$ cat config.mk
export PLATFORM = sky130hd
export DESIGN_NAME = gnr_floyd_ctrl
export DESIGN_NICKNAME = d
export VERILOG_FILES = /design/src/rtl/gnr_floyd_ctrl.sv
export SDC_FILE = /design/constraint.sdc
export NUM_CORES = 1
export LEC_CHECK = 0
export BUFFER_PORTS_ARGS = -buffer_cell sky130_fd_sc_hd__buf_2
export CAP_MARGIN = 10
export CORE_ASPECT_RATIO = 0.6
export CORE_UTILIZATION = 40
export DETAILED_ROUTE_END_ITERATION = 8
export SLEW_MARGIN = 10
export SYNTH_ARGS = -nofsm -noshare
export SYNTH_HDL_FRONTEND = slang
export SYNTH_SLANG_ARGS = --single-unit
$ cat constraint.sdc
create_clock -name clk -period 3.25 [get_ports clk]
set_input_delay 0.1625 -clock clk [delete_from_list [all_inputs] [get_ports clk]]
set_output_delay 0.1625 -clock clk [all_outputs]
set_load 0.1 [all_outputs]
$ cat src/rtl/gnr_floyd_ctrl.sv
// gnr_floyd_ctrl: sequencer for a bank of GNR node cells with dual-trajectory
// (s0/s1) state registers. It loads an initial state, then uses Floyd cycle
// detection to find the attractor the network falls into. s0 is the tortoise
// and s1 is the hare. It reports the meeting iteration, the attractor period
// and the attractor state on a valid/ready result port.
//
// Optional feature macro: GNR_TIMEOUT_EN. When it is defined, the FIND and
// period searches stop at MAX_ITER and the result is flagged with out_timeout.
//
// state | meaning
// ------+--------------------------------------------------------------
// IDLE  | waiting for an initial state; in_ready high
// LOAD  | reset_nos strobe; nodes load init_state and set the pass flag
// FA    | tortoise and hare both step
// FB    | hare steps; the tortoise is gated off by its pass flag
// FCHK  | compare s0/s1 after one FIND iteration
// PSTEP | hare steps once around the attractor
// PCHK  | compare the hare with the captured attractor state
// DONE  | result held until out_ready
//
// The strobes are registered. Each strobe is set on the edge that enters the
// state it belongs to, so the nodes act on the edge that leaves that state.

module gnr_floyd_ctrl #(
    parameter int N_NODES  = 8,
    parameter int CNT_W    = 16,
    parameter int MAX_ITER = 1000
) (
    input  logic               clk,
    input  logic               rst,
    input  logic               start,
    input  logic               in_valid,
    output logic               in_ready,
    input  logic [N_NODES-1:0] in_state,
    output logic               reset_nos,
    output logic [N_NODES-1:0] init_state,
    output logic               start_s0,
    output logic               start_s1,
    input  logic [N_NODES-1:0] s0_vec,
    input  logic [N_NODES-1:0] s1_vec,
    output logic               out_valid,
    input  logic               out_ready,
    output logic [CNT_W-1:0]   out_period,
    output logic [CNT_W-1:0]   out_iters,
    output logic [N_NODES-1:0] out_attractor,
    output logic               out_timeout,
    output logic               busy
);

    typedef enum logic [2:0] {
        S_IDLE,
        S_LOAD,
        S_FA,
        S_FB,
        S_FCHK,
        S_PSTEP,
        S_PCHK,
        S_DONE
    } state_t;

    state_t           state;
    logic [CNT_W-1:0] iters;
    logic [CNT_W-1:0] period;
    logic [CNT_W-1:0] iters_nxt;
    logic [CNT_W-1:0] period_nxt;

    // The limit must be reachable by the counters.
    if (MAX_ITER >= (1 << CNT_W)) begin : g_bad_max_iter
        $error("gnr_floyd_ctrl: MAX_ITER must be below 2**CNT_W");
    end

`ifdef GNR_TIMEOUT_EN
    localparam logic [CNT_W-1:0] ITER_LIM = CNT_W'(MAX_ITER);
`else
    assign out_timeout = 1'b0;
`endif

    assign iters_nxt  = iters + CNT_W'(1);
    assign period_nxt = period + CNT_W'(1);

    // A handshake can only complete while the FSM is free to move.
    assign in_ready = (state == S_IDLE) && start;
    assign busy     = (state != S_IDLE);

    // Main sequencer. The strobes default to 0 every cycle and are raised
    // only on entry to the state that owns them.
    always_ff @(posedge clk) begin
        if (rst) begin
            state         <= S_IDLE;
            iters         <= '0;
            period        <= '0;
            reset_nos     <= 1'b0;
            start_s0      <= 1'b0;
            start_s1      <= 1'b0;
            init_state    <= '0;
            out_valid     <= 1'b0;
            out_period    <= '0;
            out_iters     <= '0;
            out_attractor <= '0;
`ifdef GNR_TIMEOUT_EN
            out_timeout   <= 1'b0;
`endif
        end else if (!start) begin
            // Frozen. reset_nos has already had its single cycle, so
            // dropping it here keeps that cycle at exactly one.
            reset_nos <= 1'b0;
            start_s0  <= 1'b0;
            start_s1  <= 1'b0;
        end else begin
            reset_nos <= 1'b0;
            start_s0  <= 1'b0;
            start_s1  <= 1'b0;
            case (state)
                S_IDLE: begin
                    if (in_valid) begin
                        init_state <= in_state;
                        reset_nos  <= 1'b1;
                        state      <= S_LOAD;
                    end
                end
                S_LOAD: begin
                    iters    <= '0;
                    period   <= '0;
`ifdef GNR_TIMEOUT_EN
                    out_timeout <= 1'b0;
`endif
                    start_s0 <= 1'b1;
                    start_s1 <= 1'b1;
                    state    <= S_FA;
                end
                S_FA: begin
                    start_s0 <= 1'b1;
                    start_s1 <= 1'b1;
                    state    <= S_FB;
                end
                S_FB: begin
                    state <= S_FCHK;
                end
                S_FCHK: begin
                    iters <= iters_nxt;
                    if (s0_vec == s1_vec) begin
                        out_attractor <= s0_vec;
                        out_iters     <= iters_nxt;
                        start_s1      <= 1'b1;
                        state         <= S_PSTEP;
                    end
`ifdef GNR_TIMEOUT_EN
                    else if (iters_nxt == ITER_LIM) begin
                        out_iters   <= iters_nxt;
                        out_period  <= '0;
                        out_timeout <= 1'b1;
                        out_valid   <= 1'b1;
                        state       <= S_DONE;
                    end
`endif
                    else begin
                        start_s0 <= 1'b1;
                        start_s1 <= 1'b1;
                        state    <= S_FA;
                    end
                end
                S_PSTEP: begin
                    period <= period_nxt;
                    state  <= S_PCHK;
                end
                S_PCHK: begin
                    if (s1_vec == out_attractor) begin
                        out_period <= period;
                        out_valid  <= 1'b1;
                        state      <= S_DONE;
                    end
`ifdef GNR_TIMEOUT_EN
                    else if (period == ITER_LIM) begin
                        out_period  <= '0;
                        out_timeout <= 1'b1;
                        out_valid   <= 1'b1;
                        state       <= S_DONE;
                    end
`endif
                    else begin
                        start_s1 <= 1'b1;
                        state    <= S_PSTEP;
                    end
                end
                S_DONE: begin
                    if (out_ready) begin
                        out_valid <= 1'b0;
                        state     <= S_IDLE;
                    end
                end
                default: begin
                    state <= S_IDLE;
                end
            endcase
        end
    end

endmodule
### Word-level counts from Yosys, hierarchy flattened

Index checks and enable logic that the tools add are counted.

| word-level totals | value |
|---|---|
| register bits after elaboration | 87 |
| output and inout bits | 55 |
| word-level logic and storage cells | 59 |

| cells by class | value |
|---|---|
| add/sub/neg operators | 2 |
| equality and inequality tests | 12 |
| mux-type cells | 15 |
| bitwise logic cells | 2 |
| reduce and logical (&&, ||, !) cells | 17 |

Operator list:

| cell | count |
|---|---|
| $pmux 16 s2 | 2 |
| $add 16x1->16 const B | 2 |
| $pmux 3 s8 | 1 |
| $eq 8x8->1 | 2 |
| $eq 3x3->1 const B | 4 |
| $reduce_and 3->1 | 4 |
| $mux 3 | 3 |
| $eq 3x2->1 const B | 2 |
| $ne 2x2->1 const B | 3 |
| $pmux 1 s2 | 3 |
| $reduce_bool 2->1 | 3 |
| $reduce_or 3->1 | 2 |
| $mux 1 | 5 |
| $reduce_and 2->1 | 2 |
| $reduce_and 4->1 | 1 |
| $reduce_or 2->1 | 2 |
| $eq 3x1->1 const B | 1 |
| $logic_not 3->1 | 1 |
| $reduce_bool 3->1 | 1 |
| $mux 2 | 1 |
| $not 1->1 | 2 |
| $logic_and 1x1->1 | 1 |

### Depth between registers and ports, before layout

| depth | value |
|---|---|
| word-level depth | 3 |
| mapped depth | 8 |

### Least setup slack after synthesis

OpenSTA, ideal clock, no wires.

| timing path | value |
|---|---|
| path type | flip-flop to flip-flop |
| start point | reg state[1] |
| end point | reg init_state[2] |
| data arrival time | 3404 ps |
| required time | 3122 ps |
| setup slack | -282 ps |
| stages on the path, launching flop included | 7 |
| path buffers | 1 |
| period minus slack after synthesis | 3532 ps |
| path through | dfxtp_1 > buf_4 > or3_1 > nor2_1 > nand2_2 > mux2i_1 > nor2_1 |

| on the way | value |
|---|---|
| word-level cells in the longest chain between the ends | 2 |

RTL lines:

| what | line | source |
|---|---|---|
| start: declaration | 61 | `state_t state;` |
| start signal: assignment | 89 | `state <= S_IDLE;` |
| start signal: assignment | 118 | `state <= S_LOAD;` |
| start signal: assignment | 129 | `state <= S_FA;` |
| $logic_not 3->1 | 113 | `case (state)` |
| $reduce_and 3->1 (no source line) | -- |  |
| end signal: assignment | 116 | `init_state <= in_state;` |
| end: declaration | 36 | `output logic [N_NODES-1:0] init_state,` |

No other way between the ends.
A chain may end at the register's enable or synchronous reset.

### Final worst setup path

| timing path | value |
|---|---|
| start point | reg state[1] |
| end point | reg out_iters[1] |

| on the way | value |
|---|---|
| word-level cells in the longest chain between the ends | 2 |

RTL lines:

| what | line | source |
|---|---|---|
| $eq 3x3->1 | 113 |  |
| $reduce_and 3->1 (no source line) | -- |  |
| end signal: assignment | 143 | `out_iters <= iters_nxt;` |
| end: declaration | 44 | `output logic [CNT_W-1:0] out_iters,` |

No other way between the ends.

==> results.toml <==
[status]
status = "completed"

[layout]
design_area_sq_um = 4780
syn_to_final_growth_pct = 21.1
final_common_cell = "dfxtp_1"
fin_nets = 544
antenna_cells = 0
layout_common_cells = "dfxtp_1, nor2_1, buf_2"
fin_cells = 648
drive_above_1_share = 0.224

[logic_synthesis]
synthTopCellsByArea = "dfxtp_1, mux2i_1, nor2_1, xor2_1, xnor2_1"
synth_edf_count = 0
synth_top_cell_by_area = "dfxtp_1"
synth_fp_nets = 472
postSynth.asyncResetShare = 0
yosysTopAreaCellShare = 0.441
avgSynthCellArea_sq_um = 8.95
ys_seq_elements = 87
ys_warn_count = 0
yosys.cell_types.count = 50
synth_cells = 441
ys.flop_type = "dfxtp_1"
ys_seq_area_frac = 0.441
synthesis.area_sq_um = 3950

[min_path]
holdCritPathClass = "input port to flop"

[power_and_ir_drop]
p_per_area_nw_per_um2 = 505
seqPwrFrac = 0.449
p_switching_uw = 608
ir_drop_mv = 0.237
p_int_uw = 1810
sw_frac_of_total = 0.252
power_frac_comb = 0.081
p_leak_uw = 0.00194
clkPwrFrac = 0.471

[die]
die_w_um = 130
io_pins = 84
start_util = 0.422
rows = 27
fp.dieH_um = 78.9
coreArea_sq_um = 9360
die_area_sq_um = 10300

[setup_path]
critPathRequiredTime_ns = 3.47
cp.arrival_ns = 2.49
start_kind = "flop"
path_max_fanout = 31
end_kind = "flop"
critPathKind = "flop to flop"

[routing]
final_antenna_net_count = 0
drc = 0
firstDrtPassIters = 4
drtIter0Drc = 185
vias_per_cell = 5.01
dr_total_vias = 3248
routed_wl_um = 8810
routedWlPerCell_um = 13.6

[placed_design]
dp_slack_ns = 1.00
port_buffers = 82
gp_routability_congestion = 0.812
dpl.hpwl_um = 6380
dp.cells = 632
dpl-instance-area_sq_um = 4450

[global_route]
grt_pass1_wl_um = 14700
grt_max_degree = 32
globalRouteOverflowTotal = 0
antenna_found_initial = 0
track_usage = 0.185
grt_pass1_vias = 2991

[timing]
clock.fmax_ghz = 0.441
final.setup.tns_ns = 0
finalCriticalPeriod_ns = 2.27
rsz0062_at_grt = "no"
maxSlewHeadroom = 0.585
finalSetupViolations = 0
timing.final.ws_setup_ns = 0.983
finalMaxSlewViolations = 0
hold_viol = 0
finalClockSkew_ns = 0.00714
fin_crit_sh = 0.697
tightest_slew_ns = 0.620

[clock_tree]
clk-insertion-delay-late_ns = 0.35
cts_setup_buffers = 0
clk_pin_slew_ns = 0.07
clk_path_buf_depth = 2
cts_resized = 0
cts_sinks = 87
numCtsBuffers = 9
cts-root-buf = "clkbuf_16"
cts_tree = "done"
h-tree-depth = 3
cts_hold_buf = 0

[run]
drv_cap = 0
[synth_stat cells, types with 2 or more instances]
cell type,count
xnor2_1,18
a221oi_1,2
a21oi_1,20
a21o_1,3
nor2b_1,3
xor2_1,26
ha_1,2
nand4_1,10
inv_1,4
buf_2,7
nor4_4,2
or3_1,9
o21ai_0,14
nor3_1,4
buf_4,4
nor4_2,2
nand3_1,15
and3_1,4
clkbuf_1,15
and4_1,4
nor2_1,85
a31oi_1,2
mux2i_1,33
a211oi_1,14
nand3b_1,3
nand2_1,26
dfxtp_1,87
[per-stage QoR]
step	power, uW	hold slack [ns]	util
finish	2410	0.0472	0.510
global route	2490	0.0482	0.510
CTS	2440	0.0421	0.510
detailed placement	1300	0.406	0.475
global placement	1300	0.396	0.475
floorplan	1250	0.306	-
[area by class of cell]
cell class	instances	area (sq um)
clock buffers	9	225
multi-input cells	323	2060
fillers	899	4580
clock inverters	7	103
flip-flops and latches	87	1740
inverters	4	15.0
repair buffers	88	468
well taps	130	163
[layer usage]
metal	global-route usage	vias up	share of wire
met5	0	-	0
met4	0.0756	0	0.015
met3	0.0559	11	0.060
met2	0.259	86	0.40
met1	0.261	1486	0.53
li1	-	1665	-
[cells by family after synthesis]
kind of cell,synth area share
AO/OA/AOI/OAI,0.106
other,0.000951
multiplexers,0.0837
adder cells (fa/ha/maj),0.00634
XOR/XNOR,0.0977
flip-flops,0.441
AND/OR/NAND/NOR,0.226
buffers and inverters,0.0384
[worst paths after layout]
kind | start | to | slack (ns) | cells after the start
worst min-delay path | in_state[0] | init_state[0] | 0.05 | 3
worst max register to register | state[1] | out_iters[1] | 0.98 | 7
worst min register to register | out_valid | out_valid | 0.48 | 1
worst max-delay path | state[1] | out_iters[1] | 0.98 | 7
[worst max-delay path: stages, from the launching register on]
cell and delay, ns:
dfxtp_1 0.41, and2b_1 0.32, nand3_1 0.09, buf_4 0.23
nor3_4 0.57, buf_12 0.26, mux2i_1 0.20, nor2_1 0.05
[registers in the layout, summed over array words and instances, names as in the netlist]
| register | flops |
|---|---|
| start_s0 | 1 |
| period | 16 |
| out_iters | 16 |
| init_state | 8 |
| start_s1 | 1 |
| out_attractor | 8 |
| reset_nos | 1 |
| state | 3 |
| iters | 16 |
| out_valid | 1 |
| out_period | 16 |
[power by group through the flow]
stage          combinational, uW  sequential (uW)  clock [uW]
2_1_floorplan                100             1150           0
3_3_place_gp                 195             1110           0
3_5_place_dp                 196             1110           0
4_1_cts                      196             1080        1160
5_1_grt                      210             1080        1200
6_report                     195             1080        1140
(Power assumes the default switching activity.)
